`src/rtl/userio_spi_slave_if.sv`:
```
`default_nettype none
// ============================================================================
// Module      : userio_spi_slave_if
// Description : User-side word interface of the SPI slave (TX buffer, RX
//               handshake and status flags).
// Revision    : 1.0
// ============================================================================
interface userio_spi_slave_if #(
    parameter int DW = 8
);
    logic [DW-1:0] tx_data;
    logic          tx_load;
    logic          tx_ready;
    logic [DW-1:0] rx_data;
    logic          rx_valid;
    logic          rx_ack;
    logic          rx_cmd;
    logic          vld;
    logic          overrun;
    logic          underrun;

    modport slave (
        input  tx_data, tx_load, rx_ack,
        output tx_ready, rx_data, rx_valid, rx_cmd, vld, overrun, underrun
    );

    modport master (
        output tx_data, tx_load, rx_ack,
        input  tx_ready, rx_data, rx_valid, rx_cmd, vld, overrun, underrun
    );
endinterface
`default_nettype wire

```
`src/rtl/userio_spi_slave.sv`:
```
`default_nettype none
// ============================================================================
// Module      : userio_spi_slave
// Description : Oversampled SPI slave, all pins synchronised into clk, with a
//               one-word TX buffer and a held RX word with ack handshake.
// Revision    : 1.0
// ============================================================================
module userio_spi_slave #(
    parameter int DW   = 8,
    parameter bit CPOL = 1'b1,
    parameter bit CPHA = 1'b1,
    parameter int SYNC = 2
) (
    input  logic              clk,
    input  logic              reset_n,
    input  logic              _scs,
    input  logic              sck,
    input  logic              sdi,
    output logic              sdo,
    userio_spi_slave_if.slave bus
);

    localparam int              c_CW          = $clog2(DW);
    localparam logic [c_CW-1:0] c_LAST_BIT    = c_CW'(DW - 1);
    localparam bit              c_SAMPLE_RISE = (CPOL == CPHA);

    localparam logic [0:0] S_IDLE   = 1'b0;
    localparam logic [0:0] S_ACTIVE = 1'b1;

    logic [SYNC-1:0] r_scs_sync;
    logic [SYNC-1:0] r_sck_sync;
    logic [SYNC-1:0] r_sdi_sync;
    logic            r_sck_prev;

    logic [0:0]      r_state;
    logic [0:0]      w_state_nxt;
    logic            w_frame_start;

    logic [c_CW-1:0] r_bit_cnt;
    logic [DW-1:0]   r_rx_shift;
    logic            r_first;
    logic [DW-1:0]   r_rx_data;
    logic            r_rx_valid;
    logic            r_rx_cmd;
    logic            r_overrun;

    logic [DW-1:0]   r_tx_buf;
    logic            r_tx_ready;
    logic [DW-1:0]   r_tx_shift;
    logic            r_underrun;

    logic            w_scs_s;
    logic            w_sck_s;
    logic            w_sdi_s;
    logic            w_rise;
    logic            w_fall;
    logic            w_sample;
    logic            w_shift;
    logic            w_bit_last;
    logic            w_word_done;
    logic [DW-1:0]   w_rx_word;
    logic            w_tx_load_evt;

    // ------------------------------------------------------------------
    // Input synchronisers and sck edge detection
    // ------------------------------------------------------------------
    always_ff @(posedge clk or negedge reset_n) begin
        if (!reset_n) begin
            r_scs_sync <= '1;
            r_sck_sync <= {SYNC{CPOL}};
            r_sdi_sync <= '0;
            r_sck_prev <= CPOL;
        end else begin
            r_scs_sync <= {r_scs_sync[SYNC-2:0], _scs};
            r_sck_sync <= {r_sck_sync[SYNC-2:0], sck};
            r_sdi_sync <= {r_sdi_sync[SYNC-2:0], sdi};
            r_sck_prev <= w_sck_s;
        end
    end

    assign w_scs_s  = r_scs_sync[SYNC-1];
    assign w_sck_s  = r_sck_sync[SYNC-1];
    assign w_sdi_s  = r_sdi_sync[SYNC-1];
    assign w_rise   = ~r_sck_prev &  w_sck_s;
    assign w_fall   =  r_sck_prev & ~w_sck_s;
    assign w_sample = ~w_scs_s & (c_SAMPLE_RISE ? w_rise : w_fall);
    assign w_shift  = ~w_scs_s & (c_SAMPLE_RISE ? w_fall : w_rise);

    // ------------------------------------------------------------------
    // Frame tracking FSM
    // ------------------------------------------------------------------
    always_ff @(posedge clk or negedge reset_n) begin
        if (!reset_n) begin
            r_state <= S_IDLE;
        end else begin
            r_state <= w_state_nxt;
        end
    end

    always_comb begin
        w_state_nxt = r_state;
        case (r_state)
            S_IDLE:   if (!w_scs_s) w_state_nxt = S_ACTIVE;
            S_ACTIVE: if (w_scs_s)  w_state_nxt = S_IDLE;
            default:  w_state_nxt = S_IDLE;
        endcase
    end

    always_comb begin
        w_frame_start = 1'b0;
        case (r_state)
            S_IDLE:  w_frame_start = ~w_scs_s;
            default: w_frame_start = 1'b0;
        endcase
    end

    // ------------------------------------------------------------------
    // Receive path
    // ------------------------------------------------------------------
    assign w_bit_last  = (r_bit_cnt == c_LAST_BIT);
    assign w_word_done = w_sample & w_bit_last;
    assign w_rx_word   = {r_rx_shift[DW-2:0], w_sdi_s};

    always_ff @(posedge clk or negedge reset_n) begin
        if (!reset_n) begin
            r_bit_cnt  <= '0;
            r_rx_shift <= '0;
            r_first    <= 1'b1;
        end else if (w_scs_s) begin
            r_bit_cnt  <= '0;
            r_rx_shift <= '0;
            r_first    <= 1'b1;
        end else if (w_sample) begin
            r_rx_shift <= w_rx_word;
            r_bit_cnt  <= w_bit_last ? '0 : r_bit_cnt + 1'b1;
            if (w_bit_last) begin
                r_first <= 1'b0;
            end
        end
    end

    // A word completing on top of an unacknowledged one still replaces it;
    // an ack landing in the completion cycle counts as consuming the old word.
    always_ff @(posedge clk or negedge reset_n) begin
        if (!reset_n) begin
            r_rx_data  <= '0;
            r_rx_valid <= 1'b0;
            r_rx_cmd   <= 1'b0;
            r_overrun  <= 1'b0;
        end else begin
            if (w_frame_start) begin
                r_overrun <= 1'b0;
            end
            if (w_word_done) begin
                r_rx_data  <= w_rx_word;
                r_rx_valid <= 1'b1;
                r_rx_cmd   <= r_first;
                if (r_rx_valid && !bus.rx_ack) begin
                    r_overrun <= 1'b1;
                end
            end else if (bus.rx_ack) begin
                r_rx_valid <= 1'b0;
            end
        end
    end

    // ------------------------------------------------------------------
    // Transmit path
    // ------------------------------------------------------------------
    assign w_tx_load_evt = (w_shift && (r_bit_cnt == '0)) || (!CPHA && w_frame_start);

    always_ff @(posedge clk or negedge reset_n) begin
        if (!reset_n) begin
            r_tx_buf   <= '0;
            r_tx_ready <= 1'b1;
            r_tx_shift <= '0;
            r_underrun <= 1'b0;
        end else begin
            if (w_frame_start) begin
                r_underrun <= 1'b0;
            end

            if (w_scs_s) begin
                r_tx_shift <= '0;
            end else if (w_tx_load_evt) begin
                if (r_tx_ready) begin
                    r_tx_shift <= '0;
                    r_underrun <= 1'b1;
                end else begin
                    r_tx_shift <= r_tx_buf;
                end
            end else if (w_shift) begin
                r_tx_shift <= {r_tx_shift[DW-2:0], 1'b0};
            end

            // Empty-buffer load leaves this cycle free for a tx_load to refill.
            if (w_tx_load_evt && !r_tx_ready) begin
                r_tx_ready <= 1'b1;
            end else if (bus.tx_load && r_tx_ready) begin
                r_tx_buf   <= bus.tx_data;
                r_tx_ready <= 1'b0;
            end
        end
    end

    // ------------------------------------------------------------------
    // Outputs
    // ------------------------------------------------------------------
    assign sdo          = w_scs_s ? 1'b0 : r_tx_shift[DW-1];
    assign bus.vld      = ~w_scs_s;
    assign bus.tx_ready = r_tx_ready;
    assign bus.rx_data  = r_rx_data;
    assign bus.rx_valid = r_rx_valid;
    assign bus.rx_cmd   = r_rx_cmd;
    assign bus.overrun  = r_overrun;
    assign bus.underrun = r_underrun;

endmodule
`default_nettype wire

```
`src/flat_wrapper.sv`:
```
// flat-port wrapper written by rule: the top's interface ports become plain ports
module userio_spi_slave_flat 
#(
    parameter int DW   = 8,
    parameter bit CPOL = 1'b1,
    parameter bit CPHA = 1'b1,
    parameter int SYNC = 2
)
  (clk, reset_n, _scs, sck, sdi, sdo, bus_tx_data, bus_tx_load, bus_rx_ack, bus_tx_ready, bus_rx_data, bus_rx_valid, bus_rx_cmd, bus_vld, bus_overrun, bus_underrun);
  userio_spi_slave_if #(.DW(DW)) bus_i ();
  input  logic clk;
  input  logic reset_n;
  input  logic _scs;
  input  logic sck;
  input  logic sdi;
  output logic sdo;
  input wire logic [$bits(bus_i.tx_data)-1:0] bus_tx_data;
  input wire logic [$bits(bus_i.tx_load)-1:0] bus_tx_load;
  input wire logic [$bits(bus_i.rx_ack)-1:0] bus_rx_ack;
  output wire logic [$bits(bus_i.tx_ready)-1:0] bus_tx_ready;
  output wire logic [$bits(bus_i.rx_data)-1:0] bus_rx_data;
  output wire logic [$bits(bus_i.rx_valid)-1:0] bus_rx_valid;
  output wire logic [$bits(bus_i.rx_cmd)-1:0] bus_rx_cmd;
  output wire logic [$bits(bus_i.vld)-1:0] bus_vld;
  output wire logic [$bits(bus_i.overrun)-1:0] bus_overrun;
  output wire logic [$bits(bus_i.underrun)-1:0] bus_underrun;
  assign bus_i.tx_data = bus_tx_data;
  assign bus_i.tx_load = bus_tx_load;
  assign bus_i.rx_ack = bus_rx_ack;
  assign bus_tx_ready = bus_i.tx_ready;
  assign bus_rx_data = bus_i.rx_data;
  assign bus_rx_valid = bus_i.rx_valid;
  assign bus_rx_cmd = bus_i.rx_cmd;
  assign bus_vld = bus_i.vld;
  assign bus_overrun = bus_i.overrun;
  assign bus_underrun = bus_i.underrun;
  userio_spi_slave #(.DW(DW), .CPOL(CPOL), .CPHA(CPHA), .SYNC(SYNC)) u_core (.clk(clk), .reset_n(reset_n), ._scs(_scs), .sck(sck), .sdi(sdi), .sdo(sdo), .bus(bus_i));
endmodule
```
`config.mk`:
```
export PLATFORM = sky130hd
export DESIGN_NAME = userio_spi_slave_flat
export DESIGN_NICKNAME = d
export VERILOG_FILES = /design/src/rtl/userio_spi_slave_if.sv /design/src/rtl/userio_spi_slave.sv /design/src/flat_wrapper.sv
export SDC_FILE = /design/constraint.sdc
export NUM_CORES = 1
export LEC_CHECK = 0
export ABC_AREA = 1
export BUFFER_PORTS_ARGS = -buffer_cell sky130_fd_sc_hd__buf_2
export CORE_MARGIN = 2
export CORE_UTILIZATION = 55
export DETAILED_ROUTE_END_ITERATION = 12
export PLACE_DENSITY = 0.77
export SYNTH_ARGS = -nofsm -noshare
export SYNTH_HDL_FRONTEND = slang
export SYNTH_SLANG_ARGS = --single-unit
```
`constraint.sdc`:
```
create_clock -name clk -period 3 [get_ports clk]
set_input_delay 0.6 -clock clk [delete_from_list [all_inputs] [get_ports clk]]
set_output_delay 0.6 -clock clk [all_outputs]
set_load 0.03 [all_outputs]
```
# [Word-level counts from Yosys, hierarchy flattened]
# Cells that the tools add are included.
[word_totals] in_bits=15 out_inout_bits=15 elab_cells=67 register_bits=48
[op_classes] n_addsub=1 n_eq_ne=1 n_mux=26 n_reduce_logical=14 bitwise_logic=9
[ops] cell="8-bit two-way mux" count=4
[ops] cell="1-bit two-way mux" count=17
[ops] cell="7-bit two-way mux" count=2
[ops] cell="3-bit two-way mux" count=3
[ops] cell="2-bit nonzero test" count=4
[ops] cell="1-bit AND" count=5
[ops] cell="1-bit logical AND" count=4
[ops] cell="1-bit NOT" count=4
[ops] cell="2-bit AND reduction" count=2
[ops] cell="3-bit by 1-bit adder with 3-bit output, second input constant" count=1
[ops] cell="3-bit == test, second input constant" count=1
[ops] cell="3-bit logical NOT" count=1
[ops] cell="3-bit nonzero test" count=1
[ops] cell="1-bit logical NOT" count=2

# [Logic depth before layout (Yosys ltp)]
[logic_depth] depth_word=7 ltp_mapped=7 depth_no_buf=7

# [Least setup slack after synthesis]
# OpenSTA, ideal clock, no wires.
[synth_timing] kind="register -> output" startpoint="register u_core.r_scs_sync[1]" endpoint="output port sdo" path_stages_with_launch=3 slack_ps=1506 arrival_time_ps=894 required_ps=2400 cell_sequence="dfstp_2 > buf_6 > nor2_1"
[synth_between] elab_chain_cells=1
[synth_lines] element="start, declared" line_no="userio_spi_slave.sv:30" text="logic [SYNC-1:0] r_scs_sync;"
[synth_lines] element="start signal, assigned" line_no="userio_spi_slave.sv:74" text="r_scs_sync <= {r_scs_sync[SYNC-2:0], _scs};"
[synth_lines] element="1-bit two-way mux" line_no="userio_spi_slave.sv:209" text="assign sdo = w_scs_s ? 1'b0 : r_tx_shift[DW-1];"
[synth_lines] element="end, declared" line_no="flat_wrapper.sv:16" text="output logic sdo;"
# No other way between the ends.

# [Worst setup path in the final report]
[layout_timing] startpoint="register u_core.r_scs_sync[1]" endpoint="output port bus_vld"
[layout_between] elab_chain_cells=1
[layout_lines] element="1-bit NOT" line_no="userio_spi_slave.sv:210" text="assign bus.vld = ~w_scs_s;"
[layout_lines] element="end, declared" line_no="flat_wrapper.sv:24" text="output wire logic [$bits(bus_i.vld)-1:0] bus_vld;"
# No other way between the ends.

==> flow_summary.ini <==
[outcome]
outcome = complete, no violations

[drt]
detail_route.vias_per_cell = 5.040
average_routed_wire_per_standard_cell_um = 11.73
detail_route.first_pass.iterations = 4
drt-initial-drc-count = 96
antenna_violating_nets_post_route = 0
wirelength_um = 3543
route.vias.total = 1522
drc = 0

[global_routing]
antenna_found_initial = 0
grt_start_max_net_pins = 34
grt.overflow.total = 0
first_global_vias = 1487
global_route_wire_length_before_repair_um = 6196
gr-usage-all-layers_pct = 19.44

[pwr]
power.share.switching_pct = 25.59
clockPowerShare_pct = 29.5
pwr-share-comb_pct = 11.5
pwr-share-seq_pct = 59.0
power-per-cell-area_nw_per_um2 = 556.0
ir_drop_mv = 0.3841
intPower_w = 0.0009266
power.net_switching_w = 0.0003186
p_leak_nw = 1.238

[timing]
post-route-min-period_ns = 1.966
finalClockSkew_ns = 0.01416
setup_total_negative_slack_ns = 0
slew-limit-headroom_pct = 69.24
fmax_ghz = 0.5085
hold-worst-slack_ns = 0.1263
slew_viol_final = 0
timing_worst_slew_pin_value_ns = 0.4589
number_of_hold_violations_in_the_final_report = 0
setup_viol_count_final = 0
fin_crit_sh_pct = 65.55
grt_setup_unrepaired = false

[die]
fp.dieW_um = 64.16
initial_utilization_pct = 58.28
die-height_um = 64.16
number_of_placed_i_o_pins = 30
placement_rows = 21
fp.coreArea_um2 = 3416
die_area_um2 = 4117

[place]
place_congestion = 0.7544
place_hpwl_um = 2488
port_buffers = 29

[critical_path]
crit_arrival_ns = 1.37
cp.required_ns = 2.40
critPathLaunch = u_core.r_scs_sync[1]$_DFF_PN1_
critPathLaunchType = flop
worst_r2r_startpoint = u_core.r_bit_cnt[0]$_DFFE_PN0P_
crit_path_max_fanout = 9
endpoint_kind = output port
worst-setup-path-type = reg2out

[cts]
clock-sinks = 48
cts_repair_resize_count = 0
clock_latency_ns = 0.36
clk_root_buffer_cell = sky130_fd_sc_hd__clkbuf_4
clock_path_buffers = 2
cts-buffers-inserted = 5
cts_tree = built
h_tree_levels = 2
cts.repair_timing.setup_buffer_count = 0
count_of_hold_buffers_inserted_by_post_cts_repair = 0
clock_pin_slew_of_the_registers_on_the_worst_case_setup_and_hold_paths_ns = 0.13

[yosys]
syn-instance-count = 223
netlist_area_um2 = 1991
yosys.area.top_type = sky130_fd_sc_hd__dfrtp_1
leading_post_synthesis_cells_by_cell_area = sky130_fd_sc_hd__dfrtp_1 (52%), sky130_fd_sc_hd__nand2_1 (17%), sky130_fd_sc_hd__dfstp_2 (9.2%)
mappedNetlistNets = 241
synth_sequential_area_ratio_pct = 60.78
share_of_the_synthesized_area_in_the_top_cell_type_pct = 51.54
syn_area_per_cell_um2 = 8.927
synth_cell_types = 18
synth_warnings = 0
yosys_register_bits = 48

[run]
maxCapViolations = 0

[worst_hold_path]
holdCritPathClass = in2async

[finish]
drive_gt1_share_pct = 19.92
area_delta_synth_final_pct = 12.51
antenna_cells = 0
layout.nets = 273
[cells in the mapped netlist]
library cell	count
sky130_fd_sc_hd__nand2_1	92
sky130_fd_sc_hd__dfrtp_1	41
sky130_fd_sc_hd__nand3_1	25
sky130_fd_sc_hd__inv_1	19
sky130_fd_sc_hd__o21ai_0	12
sky130_fd_sc_hd__nor2_1	9
sky130_fd_sc_hd__dfstp_2	7
sky130_fd_sc_hd__buf_2	3
sky130_fd_sc_hd__ha_1	3
sky130_fd_sc_hd__a21oi_1	2
sky130_fd_sc_hd__buf_6	2
sky130_fd_sc_hd__or2_2	2
sky130_fd_sc_hd__a21oi_2	1
sky130_fd_sc_hd__clkinv_1	1
sky130_fd_sc_hd__inv_2	1
sky130_fd_sc_hd__nand3_2	1
sky130_fd_sc_hd__nor2_4	1
sky130_fd_sc_hd__nor3_2	1
[per-stage QoR]
step                instance area [µm²]  setup WS [ns]  power (W)  instances  util [%]
global route                       2240         0.9427   0.001312        302     65.57
detailed placement                 2163          1.432  0.0008906        294     63.33
CTS                                2240          1.014   0.001259        302     65.57
global placement                   2163          1.456  0.0008847        294     63.33
finish                             2240          1.034   0.001245        302     65.57
floorplan                          1991          1.506  0.0008401        223         -
[critical path: stages (launching register included)]
cell and delay [ns]:
sky130_fd_sc_hd__dfstp_2 0.66, sky130_fd_sc_hd__inv_1 0.15, sky130_fd_sc_hd__buf_2 0.21
[final timing paths]
| path | to | slack (ns) | cells after the start |
|---|---|---|---|
| setup / recovery | bus_vld | 1.03 | 2 |
| hold / removal | u_core.bus.rx_data[0]$_DFFE_PN0P_ | 0.13 | 1 |
| setup reg to reg | u_core.r_bit_cnt[0]$_DFFE_PN0P_ | 1.47 | 4 |
| hold reg to reg | u_core.r_sck_sync[1]$_DFF_PN1_ | 0.36 | 0 |
| max in group asynchronous | u_core.r_scs_sync[1]$_DFF_PN1_ | 2.11 | 2 |
| min in group clk | u_core.r_scs_sync[0]$_DFF_PN1_ | 0.33 | 1 |
[power groups by stage]
stage          Clock [W]  Combinational (W)  Sequential (W)
2_1_floorplan          0           0.000101        0.000739
3_3_place_gp           0           0.000140        0.000744
3_5_place_dp           0           0.000144        0.000746
4_1_cts         0.000380           0.000145        0.000734
5_1_grt         0.000404           0.000167        0.000741
6_report        0.000367           0.000143        0.000735
[per-layer routing]
layer	GRT usage (%)	part of all wire [%]	vias to the layer above
met1	23.86	46	717
met4	7.979	1.7	0
li1	-	-	756
met5	0	0	-
met3	6.162	4.8	7
met2	31.77	47	42
[sequential cells by signal, indices dropped and copies added, names as in the netlist, 2 cells and up]
| register | flops |
|---|---|
| u_core.bus.rx_data | 8 |
| u_core.r_tx_buf | 8 |
| u_core.r_tx_shift | 8 |
| u_core.r_rx_shift | 7 |
| u_core.r_bit_cnt | 3 |
| u_core.r_sck_sync | 2 |
| u_core.r_scs_sync | 2 |
| u_core.r_sdi_sync | 2 |
[cells by family after synthesis]
family / synth area share (%)
simple gates: 27.53
compound gates: 3.960
flops: 60.78
buf+inv: 5.845
fa+ha+maj: 1.886
[layout by cell type, fill, tap and decap left out, drive strengths merged]
cell / netlist / routed
nand2: 92 / 92
dfrtp: 41 / 41
buf: 5 / 30
nand3: 26 / 26
inv: 20 / 20
o21ai: 12 / 12
nor2: 10 / 10
dfstp: 7 / 7
clkbuf: 0 / 6
ha: 3 / 3
a21oi: 3 / 3
or2: 2 / 2
clkinv: 1 / 2
nor3: 1 / 1
bufinv: 0 / 1
[layout make-up]
type	instances	area (µm²)
Clock inverter	2	35.03
Timing Repair Buffer	30	152.6
Clock buffer	6	41.29
Sequential cell	48	1210
Inverter	21	78.83
Tap cell	46	57.56
Multi-Input combinational cell	149	664.4
Fill cell	286	1176
(Power assumes the default switching activity.)
